### src/rtl/multiplicador_algoritmico.sv
// Iterative signed shift-and-add multiplier, Start/Done handshake, 2*tamanyo+1 cycles.
// Define MULT_CHECK_EN to compile in the protocol and result assertions.
module multiplicador_algoritmico #(
    parameter int tamanyo = 32
) (
    input  logic                   CLK,
    input  logic                   RSTa,
    input  logic                   Start,
    input  logic [tamanyo-1:0]     A,
    input  logic [tamanyo-1:0]     B,
    output logic [2*tamanyo-1:0]   Prod,
    output logic                   Busy,
    output logic                   Done
);

    localparam int CW = $clog2(tamanyo);

    typedef enum logic [1:0] {IDLE, ADD, SHIFT, FIX} estado_t;

    estado_t state, next;

    logic [tamanyo:0]     acc;
    logic [tamanyo-1:0]   q;
    logic [tamanyo-1:0]   m;
    logic [CW-1:0]        cont;
    logic                 sa;
    logic                 sb;
    logic [2*tamanyo-1:0] p;

    // Most negative input maps to 2^(tamanyo-1), which fits unsigned.
    function automatic logic [tamanyo-1:0] magnitud(input logic [tamanyo-1:0] x);
        return x[tamanyo-1] ? (~x + 1'b1) : x;
    endfunction

    assign p = {acc[tamanyo-1:0], q};

    always_ff @(posedge CLK or negedge RSTa) begin
        if (!RSTa)
            state <= IDLE;
        else
            state <= next;
    end

    always_comb begin
        next = state;
        Busy = 1'b0;
        unique case (state)
            IDLE:    if (Start) next = ADD;
            ADD: begin
                Busy = 1'b1;
                next = SHIFT;
            end
            SHIFT: begin
                Busy = 1'b1;
                next = (cont == '0) ? FIX : ADD;
            end
            FIX: begin
                Busy = 1'b1;
                next = IDLE;
            end
            default: next = IDLE;
        endcase
    end

    always_ff @(posedge CLK or negedge RSTa) begin
        if (!RSTa) begin
            acc  <= '0;
            q    <= '0;
            m    <= '0;
            cont <= '0;
            sa   <= 1'b0;
            sb   <= 1'b0;
            Prod <= '0;
            Done <= 1'b0;
        end else begin
            unique case (state)
                IDLE: begin
                    Done <= 1'b0;
                    if (Start) begin
                        sa   <= A[tamanyo-1];
                        sb   <= B[tamanyo-1];
                        m    <= magnitud(A);
                        q    <= magnitud(B);
                        acc  <= '0;
                        cont <= CW'(tamanyo - 1);
                    end
                end
                ADD: begin
                    if (q[0])
                        acc <= acc + {1'b0, m};
                end
                SHIFT: begin
                    {acc, q} <= {acc, q} >> 1;
                    cont     <= cont - 1'b1;
                end
                FIX: begin
                    Prod <= (sa ^ sb) ? (~p + 1'b1) : p;
                    Done <= 1'b1;
                end
                default: ;
            endcase
        end
    end

`ifdef MULT_CHECK_EN
    a_start_busy: assert property (
        @(posedge CLK) disable iff (!RSTa) Start |-> !Busy
    ) else $error("Multiplicacion en curso");

    a_done_pulse: assert property (
        @(posedge CLK) disable iff (!RSTa) Done |=> !Done
    ) else $error("Done activo dos ciclos seguidos");

    // Done is first sampled one edge after FIX, so the Start-cycle operands sit 2T+2 edges back.
    a_producto: assert property (
        @(posedge CLK) disable iff (!RSTa)
        $rose(Done) |-> $signed(Prod) ==
            $signed($past(A, 2*tamanyo+2)) * $signed($past(B, 2*tamanyo+2))
    ) else $error("Producto incorrecto");

    a_init: assert property (
        @(posedge CLK) disable iff (!RSTa)
        (state == ADD && $past(state) == IDLE) |-> (acc == '0 && cont == CW'(tamanyo - 1))
    ) else $error("Inicializacion incorrecta");
`endif

endmodule
### config.mk
export PLATFORM = sky130hd
export DESIGN_NAME = multiplicador_algoritmico
export DESIGN_NICKNAME = d
export VERILOG_FILES = /design/src/rtl/multiplicador_algoritmico.sv
export SDC_FILE = /design/constraint.sdc
export NUM_CORES = 1
export LEC_CHECK = 0
export BUFFER_PORTS_ARGS = -buffer_cell sky130_fd_sc_hd__buf_4
export CELL_PAD_IN_SITES_DETAIL_PLACEMENT = 0
export CELL_PAD_IN_SITES_GLOBAL_PLACEMENT = 1
export CORE_UTILIZATION = 45
export DETAILED_ROUTE_END_ITERATION = 7
export PLACE_DENSITY_LB_ADDON = 0.1
export SYNTH_ARGS = -nofsm -noshare
export SYNTH_HDL_FRONTEND = slang
export SYNTH_SLANG_ARGS = --single-unit
export TNS_END_PERCENT = 5
### constraint.sdc
create_clock -name CLK -period 3.4 [get_ports CLK]
set_input_delay 0 -clock CLK [delete_from_list [all_inputs] [get_ports CLK]]
set_output_delay 0 -clock CLK [all_outputs]
set_load 0.1 [all_outputs]
## Word level (Yosys, flattened, before mapping)

Index checks and enable logic that the tools add are counted.

- Register bits: 171
- Bits of input ports: 67

- Add/subtract/negate cells: 5
- Equality and inequality tests: 5
- Mux-type cells: 15
- Bitwise gates (word level): 4
- Reduce and logical (&&, ||, !) cells: 9

Operators with widths:

| operator | number |
|---|---|
| case mux 33 bit (3 select lines) | 1 |
| two-way mux 32 bit | 3 |
| two-way mux 33 bit | 2 |
| adder 32 x 1 -> 32 bit, second input constant | 2 |
| adder 64 x 1 -> 64 bit, second input constant | 1 |
| two-way mux 64 bit | 1 |
| inverter 32 bit | 2 |
| inverter 64 bit | 1 |
| case mux 32 bit (2 select lines) | 1 |
| adder 33 x 32 -> 33 bit | 1 |
| case mux 5 bit (2 select lines) | 1 |
| case mux 2 bit (4 select lines) | 1 |
| logical NOT 5 bit | 1 |
| two-way mux 5 bit | 1 |
| subtractor 5 x 1 -> 5 bit, second input constant | 1 |
| equality test 2 bit, second input constant | 2 |
| two-way mux 2 bit | 2 |
| inequality test 2 bit, second input constant | 2 |
| AND reduction 2 bit | 2 |
| nonzero test 2 bit | 2 |
| AND reduction 3 bit | 1 |
| nonzero test 3 bit | 1 |
| OR reduction 3 bit | 1 |
| equality test 2 x 1 -> 1 bit, second input constant | 1 |
| other kinds (4) | 4 |

## Depth between registers and ports, before layout

Gate-level depths: netlist (run 1).

- Word-level depth: 5
- Depth in mapped cells: 10

## Least setup slack after synthesis (run 1)

Ideal clock, no wire load.

- Kind: reg2reg
- Start: register acc[1]
- End: register Prod[63]
- Setup time: 0.131 ns
- Data arrival time: 2.803 ns
- Required time: 3.269 ns
- Slack: 0.466 ns
- Cell stages (with the launch flop): 10
- Path buffers: 2
- Cell sequence: dfrtp_1 > or4_4 > or3_1 > buf_2 > or3_1 > buf_2 > or3_4 > nor3_2 > nor3_1 > or3_1

- Word-level cells in the longest chain between the ends: 3

RTL lines:

| element | line | text |
|---|---|---|
| start, declared | 22 | `logic [tamanyo:0] acc;` |
| start signal, assigned | 90 | `acc <= acc + {1'b0, m};` |
| start signal, assigned | 93 | `{acc, q} <= {acc, q} >> 1;` |
| inverter 64 bit | 97 | `Prod <= (sa ^ sb) ? (~p + 1'b1) : p;` |
| adder 64 x 1 -> 64 bit | 97 |  |
| two-way mux 64 bit | 97 |  |
| end signal, assigned | 97 |  |
| end, declared | 11 | `output logic [2*tamanyo-1:0] Prod,` |

Every way passes these cells.
A chain may end at the register's enable or synchronous reset.

## Worst setup path in the final report (run 1)

- Start: register acc[0]
- End: register acc[22]

- Word-level cells in the longest chain between the ends: 3

RTL lines:

| element | line | text |
|---|---|---|
| adder 33 x 32 -> 33 bit | 90 |  |
| two-way mux 33 bit | 89 | `if (q[0])` |
| case mux 33 bit (3 select lines) | 76 | `unique case (state)` |

Every way passes these cells. The select of a mux whose other input is x is not followed.

==> reports/metrics.cfg, run 1 <==
[worst_setup_path]
cp_data_required_time_ns=3.72
critPathSlowestCell=dfrtp_1
r2r_cells=10
critPathLaunchType=flop
worstReg2RegEnd=acc[22]
path_buf_inv=1
reg2reg_slack_ns=0.32
r2r-start=acc[0]
endpoint_kind=flop
crit_fanout=8
critPathKind=flop to flop
cpLargestDelayFamily=compound AO/OA/AOI/OAI gates
arrival_ns=3.40
cp_common_cell=o21ai_0
cp.depth=10
crit_end=acc[22]
path_cells=ha_1 -> inv_1 -> fa_1 -> nand2b_1 -> a21oi_1 -> o21ai_0 -> o31ai_1 -> a211oi_1 -> a221oi_1 -> o21ai_0
crit_path_max_incr_delay_ns=0.51
cp-startpoint=acc[0]

[logic_synthesis]
yosysSeqAreaShare_pct=37.9
synth.net_count=1413
ys_ff_latch=171
synthTopCellsByCount=171 x dfrtp_1, 128 x nor2_1, 126 x a21oi_1
synth.distinct_cells=70
async_flop_share_pct=100
synth_edf_count=0
avgSynthCellArea_um2=8.65
synth_top_area_share_pct=37.9
syn_area_um2=11300
yosysMostFrequentCell=dfrtp_1
synth_top_cell_by_area=dfrtp_1
synth.area.top_cells=dfrtp_1 38%, xor2_1 6.8%, a21oi_1 5.6%
synth_cells=1304
ys.warnings.count=0
synthFlopType=dfrtp_1

[global_route]
grt_overflow=0
grt_max_degree=125
track_usage_pct=25.7
antenna_found_initial=0
grt_pass1_wl_mm=52.6
grt_pass1_vias=9743

[route]
vias_per_cell=5.70
drc=0
drtPass1Iterations=5
ant_nets=0
drt_iter0_markers=916
wl_per_cell_um=17.7
vias=10300
totalWireLength_mm=32.0

[clock_tree]
cts_sinks=171
clk-insertion-delay-late_ns=0.44
cts_tree=built
htree_levels=4
numCtsBuffers=17
cts_setup_buffers=0
cts.path.max_buffers=2
path_clk_slew_ns=0.07
cts_resized=0
ctsHoldBuffers=61
clock-root-buffer=clkbuf_16

[pwr]
peakVddDrop_mv=0.214
leakagePower_nw=6.34
p_per_area_nw_per_um2=303

[sta]
finalHoldViolations=0
rsz0062_at_grt=no
final.setup.tns_ns=0
slew_violations=0
period_share_pct=90.7
final.min_clock_period_ns=3.08
fmax_mhz=324
setup_viol=0
fin_skew_ns=0.0126
tightest_slew_ns=0.981
maxSlewHeadroom_pct=34.6

[die]
ios=133
die_w_um=160
start_util_pct=46.1
die_height_um=160
die_area_um2=25700
rows=57
core_um2=24500

[final_layout]
nets=1583
drive_above_1_share_pct=15.7
diodes=0
area_delta_synth_final_pct=22.6
utilization_pct=56.5
n_fill_cell=2335

[outcome]
status=finished clean

[flow_run]
maxCapViolCount=0

[placed_design]
io_buffers=132
dpl.hpwl_mm=23.4
gp_congestion=0.881

[worst_hold_path]
hp-class=input port to flop

==> worst register-to-register path, stage by stage, from the launching register on <==
cell and delay, ns:
dfrtp_1 0.51, ha_1 0.25, inv_1 0.07, fa_1 0.40, nand2b_1 0.18, a21oi_1 0.21, o21ai_0 0.21, o31ai_1 0.47
a211oi_1 0.25, a221oi_1 0.33, o21ai_0 0.11
==> final cells by class <==
| type | count | area, µm² | area share (%) |
|---|---|---|---|
| Clock buffer | 20 | 457 | 3.30 |
| Sequential cell | 171 | 4280 | 31.0 |
| Multi-Input combinational cell | 1031 | 6620 | 47.9 |
| Tap cell | 324 | 405 | 2.93 |
| Clock inverter | 11 | 88.8 | 0.643 |
| Inverter | 27 | 101 | 0.733 |
| Timing Repair Buffer | 226 | 1880 | 13.6 |
==> kinds of logic after synthesis <==
family	count (synthesis)	synth area share [%]
compound gates	417	22.8
simple gates	412	18.0
flops	171	37.9
xor+xnor	140	10.9
buf+inv	102	3.75
mux	20	1.89
fa+ha+maj	42	4.73
==> flip-flops by register name, summed over array words and instances, names as in the netlist <==
| name | flops |
|---|---|
| Prod | 64 |
| acc | 33 |
| m | 32 |
| q | 32 |
| cont | 5 |
| state | 2 |
| Done | 1 |
| sa | 1 |
| sb | 1 |
==> worst min path at each step <==
stage | from | slack (ns) | cells past startpoint | end
floorplan | RSTa | -0.30 | 0 | Done
CTS | B[30] | 0.002 | 5 | q[30]
finish | B[24] | 0.005 | 3 | q[24]
detailed placement | RSTa | 0.19 | 1 | Prod[10]
global placement | RSTa | 0.18 | 1 | Prod[11]
global route | B[24] | 0.02 | 3 | q[24]
==> power breakdown <==
part	internal (mW)	leakage, nW	switching [mW]
clock network	0.980	0.253	0.874
logic	0.153	3.72	0.147
registers	2.03	2.37	0
total	3.17	6.34	1.02
==> per-stage QoR <==
step	hold WS [ns]	instance area (µm²)	power [mW]	std cells	worst slack (ns)
final	0.00461	13800	4.19	1810	0.315
after global routing	0.0234	13800	4.34	1810	0.0780
after CTS	0.00198	13800	4.22	1810	0.317
after detailed placement	0.190	12700	2.31	1718	0.315
after global placement	0.184	12700	2.31	1718	0.385
after floorplan	-0.296	11300	2.16	1304	0.466
==> cells in the final DEF (no fill, tap or decap), types with 8 or more instances in the layout <==
cell type	instances
a21o_1	14
a21oi_1	126
a221o_1	9
a22oi_1	25
a31oi_1	16
and3_1	13
buf_4	162
clkbuf_16	17
dfrtp_1	171
dlygate4sd3_1	61
ha_1	39
inv_1	27
mux2_2	10
mux2i_1	10
nand2_1	107
nand2b_1	8
nand3_1	13
nand3b_1	10
nand4_1	15
nor2_1	127
nor3_1	29
nor4_1	11
o21ai_0	125
o31ai_1	30
o41ai_1	16
or3_1	26
or4_1	17
xnor2_1	52
xor2_1	86
==> metal layers <==
| metal | vias to the layer above | GRT usage (%) | routed length (µm) |
|---|---|---|---|
| met1 | 4885 | 39.7 | 16000 |
| met5 | - | 0 | 0 |
| met3 | 31 | 3.56 | 1830 |
| met4 | 0 | 6.88 | 476 |
| li1 | 5100 | - | - |
| met2 | 308 | 37.3 | 13700 |
Note: power is estimated with default switching activity, not from simulation.
==> run 2, diff against run 1 <==
==> constraint.sdc (replaced) <==
create_clock -name CLK -period 3.4 [get_ports CLK]
set_input_delay 0.85 -clock CLK [delete_from_list [all_inputs] [get_ports CLK]]
set_output_delay 0.85 -clock CLK [all_outputs]
set_load 0.1 [all_outputs]
==> reports/metrics.cfg, run 2 (same netlist as run 1, synthesis figures left out) <==
[worst_setup_path]
r2r_cells=8  ; was 10
path_cells=buf_4 -> or4_4 -> or3_1 -> or3_1 -> or3_4 -> o41ai_2 -> xor2_1 -> a21oi_1  ; was ha_1 -> inv_1 -> fa_1 -> nand2b_1 -> a21oi_1 -> o21ai_0 -> o31ai_1 -> a211oi_1 -> a221oi_1 -> o21ai_0
critPathLaunchType=flop  ; unchanged
critPathKind=flop to flop  ; unchanged
crit_fanout=7  ; was 8
crit_path_max_incr_delay_ns=0.49  ; was 0.51 ns
cp_common_cell=or3_1  ; was o21ai_0
critPathSlowestCell=or3_1  ; was dfrtp_1
worstReg2RegEnd=Prod[55]  ; was acc[22]
arrival_ns=3.35  ; was 3.40 ns
endpoint_kind=flop  ; unchanged
r2r-start=acc[0]  ; unchanged
reg2reg_slack_ns=0.33  ; was 0.32 ns
cp_data_required_time_ns=3.68  ; was 3.72 ns

[clock_tree]
clk-insertion-delay-late_ns=0.44  ; about the same
path_clk_slew_ns=0.07  ; about the same
cts_sinks=171  ; unchanged
clock-root-buffer=clkbuf_16  ; unchanged
cts_tree=built  ; unchanged
cts_setup_buffers=0  ; unchanged
htree_levels=4  ; unchanged
numCtsBuffers=17  ; unchanged
cts.path.max_buffers=2  ; unchanged
cts_resized=0  ; unchanged
ctsHoldBuffers=0  ; was 61

[final_layout]
utilization_pct=54.3  ; was 56.5%
fin_area_um2=13300  ; was 13800 µm²
reg_top3=Prod x64, acc x33  ; unchanged
fin_cells=1755  ; was 1810
top_register=Prod  ; unchanged
n_fill_cell=2333  ; was 2335
layout_common_cells=171 x dfrtp_1, 168 x buf_4, 127 x nor2_1, 126 x a21oi_1, 125 x o21ai_0  ; was 171 x dfrtp_1, 162 x buf_4, 127 x nor2_1, 126 x a21oi_1, 125 x o21ai_0
multiInputGateArea_um2=6620  ; unchanged
diodes=0  ; unchanged
area_delta_synth_final_pct=17.9  ; was 22.6%
drive_above_1_share_pct=16.8  ; was 15.7%
largest_reg_flops=64  ; unchanged
register_area_um2=4280  ; unchanged
mostFrequentLayoutCell=dfrtp_1  ; unchanged
nets=1528  ; was 1583

[die]
start_util_pct=46.1  ; unchanged
core_um2=24500  ; unchanged
ios=133  ; unchanged
die_area_um2=25700  ; unchanged
rows=57  ; unchanged
die_w_um=160  ; unchanged
die_height_um=160  ; unchanged

[route]
m1WireLength_mm=16.0  ; about the same
maxUsedRoutingLayer=met4  ; unchanged
dr_wl_met3_mm=1.54  ; was 1.83 mm
drt_iter0_markers=802  ; was 916
ant_nets=0  ; unchanged
wl_per_cell_um=17.3  ; was 17.7 µm
route.met2.wl_mm=12.6  ; was 13.7 mm
totalWireLength_mm=30.4  ; was 32.0 mm
drtPass1Iterations=5  ; unchanged
vias_per_cell=5.68  ; was 5.70
drc=0  ; unchanged
vias=9976  ; was 10.3k

[sta]
maxSlewHeadroom_pct=34.5  ; was 34.6%
final.min_clock_period_ns=3.07  ; was 3.08 ns
tightest_slew_ns=0.982  ; was 0.981 ns
slew_violations=0  ; unchanged
fmax_mhz=326  ; was 324 MHz
rsz0062_at_grt=no  ; unchanged
fin_skew_ns=0.0173  ; was 0.0126 ns
period_share_pct=90.3  ; was 90.7%
setup_viol=0  ; unchanged
finalHoldViolations=0  ; unchanged

[global_route]
grt_pass1_wl_mm=50.2  ; was 52.6 mm
grt_overflow=0  ; unchanged
antenna_found_initial=0  ; unchanged
track_usage_pct=24.3  ; was 25.7%
grt_max_degree=94  ; was 125
grt_pass1_vias=9261  ; was 9743

[placed_design]
numPlacedInstances=1724  ; was 1718
gp_congestion=0.872  ; was 0.881
dpl.hpwl_mm=23.1  ; was 23.4 mm
placed_area_um2=12700  ; about the same
io_buffers=132  ; unchanged

[flow_run]
maxCapViolCount=0  ; unchanged

[worst_hold_path]
hp-class=input port to asynchronous set/reset pin  ; was input port to flop

[pwr]
peakVddDrop_mv=0.196  ; was 0.214 mV
leakagePower_nw=6.15  ; was 6.34 nW
p_total_mw=4.22  ; was 4.19 mW
p_per_area_nw_per_um2=317  ; was 303 nW/µm²

[outcome]
status=finished clean  ; unchanged

run 2: per-stage QoR:
stage / setup slack, ns / hold slack, ns / TNS (ns)
after detailed placement: -0.00243 / 0.480 / -0.00243
final: 0.330 / 0.367 / 0
after global placement: 0.0270 / 0.470 / 0
after floorplan: 0.241 / 0.447 / 0
after CTS: 0.348 / 0.389 / 0
after global routing: 0.190 / 0.409 / 0
run 2: power breakdown:
part | internal (mW) | switching [mW]
Clock | 1.08 | 0.867
Sequential | 2.03 | 0
Combinational | 0.105 | 0.134
run 2: area by class of cell:
cell class                 count  share of cell area, %
timing repair buffer         171                   9.87
multi-input combinational   1031                   49.8
clock inverter                11                  0.828
sequential                   171                   32.2
inverter                      27                  0.762
clock buffer                  20                   3.51
tap                          324                   3.05
run 2: how the worst max path moves through the flow:
stage	startpoint	to	slack (ns)	cells past startpoint
global placement	B[16]	q[28]	0.03	7
floorplan	B[16]	q[28]	0.24	6
CTS	acc[0]	Prod[55]	0.35	8
finish	acc[0]	Prod[55]	0.33	8
detailed placement	B[16]	q[28]	-0.002	7
global route	q[6]	Prod[52]	0.19	7
run 2: layer usage:
layer | up-vias | global-route usage (%)
li1 | 5001 | -
met1 | 4695 | 38.9
met2 | 260 | 34.2
met3 | 20 | 3.10
met4 | 0 | 5.50
met5 | - | 0
run 2: worst max-delay path: cells and delay by family, from the launching register on:
kind,cells,cell delay (ns)
AO/OA/AOI/OAI,2,0.34
buffers and inverters,1,0.17
flip-flops,1,0.38
XOR/XNOR,1,0.22
AND/OR/NAND/NOR,4,1.80
==> run 3, diff against run 2 <==
--- a/config.mk
+++ b/config.mk
@@ -6,8 +6,10 @@
 export NUM_CORES = 1
 export LEC_CHECK = 0
 export BUFFER_PORTS_ARGS = -buffer_cell sky130_fd_sc_hd__buf_4
+export CAP_MARGIN = 20
 export CELL_PAD_IN_SITES_DETAIL_PLACEMENT = 0
 export CELL_PAD_IN_SITES_GLOBAL_PLACEMENT = 1
+export CORE_MARGIN = 8
 export CORE_UTILIZATION = 45
 export DETAILED_ROUTE_END_ITERATION = 7
 export PLACE_DENSITY_LB_ADDON = 0.1
==> reports/metrics.cfg, run 3 (same netlist as run 1, synthesis figures left out) <==
[final_layout]
register_area_um2=4280  ; unchanged
mostFrequentLayoutCell=dfrtp_1  ; unchanged
multiInputGateArea_um2=6620  ; about the same
nets=1529  ; was 1528
reg_top3=Prod x64, acc x33  ; unchanged
n_fill_cell=2376  ; was 2333
top_register=Prod  ; unchanged
largest_reg_flops=64  ; unchanged
layout_common_cells=171 x dfrtp_1, 169 x buf_4, 127 x nor2_1, 126 x a21oi_1, 125 x o21ai_0  ; was 171 x dfrtp_1, 168 x buf_4, 127 x nor2_1, 126 x a21oi_1, 125 x o21ai_0
drive_above_1_share_pct=16.9  ; was 16.8%
fin_cells=1763  ; was 1755
diodes=0  ; unchanged
area_delta_synth_final_pct=18.1  ; was 17.9%

[worst_setup_path]
crit_path_max_incr_delay_ns=0.65  ; was 0.49 ns
endpoint_kind=flop  ; unchanged
critPathLaunchType=flop  ; unchanged
cp.depth=7  ; was 8
crit_fanout=10  ; was 7
r2r_cells=7  ; was 8
cp_data_required_time_ns=3.71  ; was 3.68 ns
path_buf_inv=0  ; was 1
critPathSlowestCell=or4_1  ; was or3_1
path_cells=or4_1 -> nor4_4 -> nand4_1 -> or3_1 -> o31ai_1 -> xnor2_1 -> mux2_2  ; was buf_4 -> or4_4 -> or3_1 -> or3_1 -> or3_4 -> o41ai_2 -> xor2_1 -> a21oi_1
cpLargestDelayFamily=simple AND/OR/NAND/NOR gates  ; unchanged
critPathKind=flop to flop  ; unchanged
arrival_ns=3.50  ; was 3.35 ns

[global_route]
track_usage_pct=20.7  ; was 24.3%
grt_pass1_vias=9496  ; was 9261
grt_max_degree=82  ; was 94
grt_pass1_wl_mm=51.9  ; was 50.2 mm
grt_overflow=0  ; unchanged
antenna_found_initial=0  ; unchanged

[placed_design]
io_buffers=132  ; unchanged
gp_congestion=0.868  ; was 0.872
dpl.hpwl_mm=24.2  ; was 23.1 mm
numPlacedInstances=1731  ; was 1724

[sta]
finalHoldViolations=0  ; unchanged
fmax_mhz=313  ; was 326 MHz
rsz0062_at_grt=no  ; unchanged
final.min_clock_period_ns=3.19  ; was 3.07 ns
fin_skew_ns=0.0134  ; was 0.0173 ns
period_share_pct=93.9  ; was 90.3%
slew_violations=0  ; unchanged
setup_viol=0  ; unchanged
tightest_slew_ns=1.01  ; was 0.982 ns
final.setup.tns_ns=0  ; unchanged
maxSlewHeadroom_pct=32.9  ; was 34.5%

[route]
totalWireLength_mm=31.8  ; was 30.4 mm
vias=10100  ; was 9976
drtPass1Iterations=5  ; unchanged
drc=0  ; unchanged
vias_per_cell=5.73  ; was 5.68
wl_per_cell_um=18.0  ; was 17.3 µm
ant_nets=0  ; unchanged
drt_iter0_markers=896  ; was 802

[die]
rows=58  ; was 57
start_util_pct=45.3  ; was 46.1%
die_w_um=174  ; was 160 µm
die_area_um2=30400  ; was 25700 µm²
ios=133  ; unchanged
core_um2=24900  ; was 24500 µm²
die_height_um=174  ; was 160 µm

[clock_tree]
htree_levels=4  ; unchanged
numCtsBuffers=17  ; unchanged
cts_tree=built  ; unchanged
clk-insertion-delay-late_ns=0.43  ; was 0.44 ns
clock-root-buffer=clkbuf_16  ; unchanged
cts.path.max_buffers=2  ; unchanged
path_clk_slew_ns=0.07  ; about the same
cts_sinks=171  ; unchanged

[flow_run]
maxCapViolCount=0  ; unchanged

[pwr]
peakVddDrop_mv=0.241  ; was 0.196 mV
p_per_area_nw_per_um2=318  ; was 317 nW/µm²
leakagePower_nw=6.14  ; was 6.15 nW

[outcome]
status=finished clean  ; unchanged

[worst_hold_path]
hp-class=input port to asynchronous set/reset pin  ; unchanged

## run 3: area by class of cell
| cell class | instances | share of cell area, % |
|---|---|---|
| inverter | 27 | 0.761 |
| tap | 330 | 3.10 |
| clock inverter | 12 | 1.03 |
| sequential | 171 | 32.1 |
| clock buffer | 20 | 3.35 |
| multi-input combinational | 1031 | 49.7 |
| timing repair buffer | 172 | 9.91 |
## run 3: repair_timing
action,in CTS,in global routing
endpoints found under the setup margin,0,1
setup buffers,0,0
gates resized for setup,0,1
endpoints found under the hold margin,0,0
hold buffers,0,0
## run 3: where the power goes
part	switching [mW]	total, mW	leakage (nW)	internal, mW
logic	0.133	0.238	3.50	0.105
registers	0	2.03	2.37	2.03
clock network	0.859	1.97	0.270	1.11
total	0.992	4.24	6.14	3.25
## run 3: worst paths after layout
path / startpoint / end / slack [ns]
max in group asynchronous: RSTa / m[11] / 2.29
worst max register to register: q[11] / Prod[52] / 0.21
worst max-delay path: q[11] / Prod[52] / 0.21
min in group CLK: m[12] / m[12] / 0.49
worst min-delay path: RSTa / q[13] / 0.37
worst min register to register: m[12] / m[12] / 0.49
## run 3: through the flow
step           total power [mW]  instance area (µm²)  hold WS, ns  utilization [%]  worst slack [ns]
4_1_cts                    4.29                13300        0.388             53.5             0.254
2_1_floorplan              2.16                11300        0.447                -             0.241
6_report                   4.24                13300        0.366             53.5             0.208
5_1_grt                    4.38                13300        0.409             53.5            0.0210
3_3_place_gp               2.31                12700        0.471             51.1            0.0275
3_5_place_dp               2.32                12700        0.482             51.1           -0.0178
## run 3: metal layers
metal | share of wire [%] | vias up | track usage [%]
met1 | 52 | 4800 | 32.4
met2 | 41 | 279 | 29.3
li1 | - | 5000 | -
met4 | 0.77 | 0 | 4.24
met3 | 5.8 | 15 | 2.86
met5 | 0 | - | 0
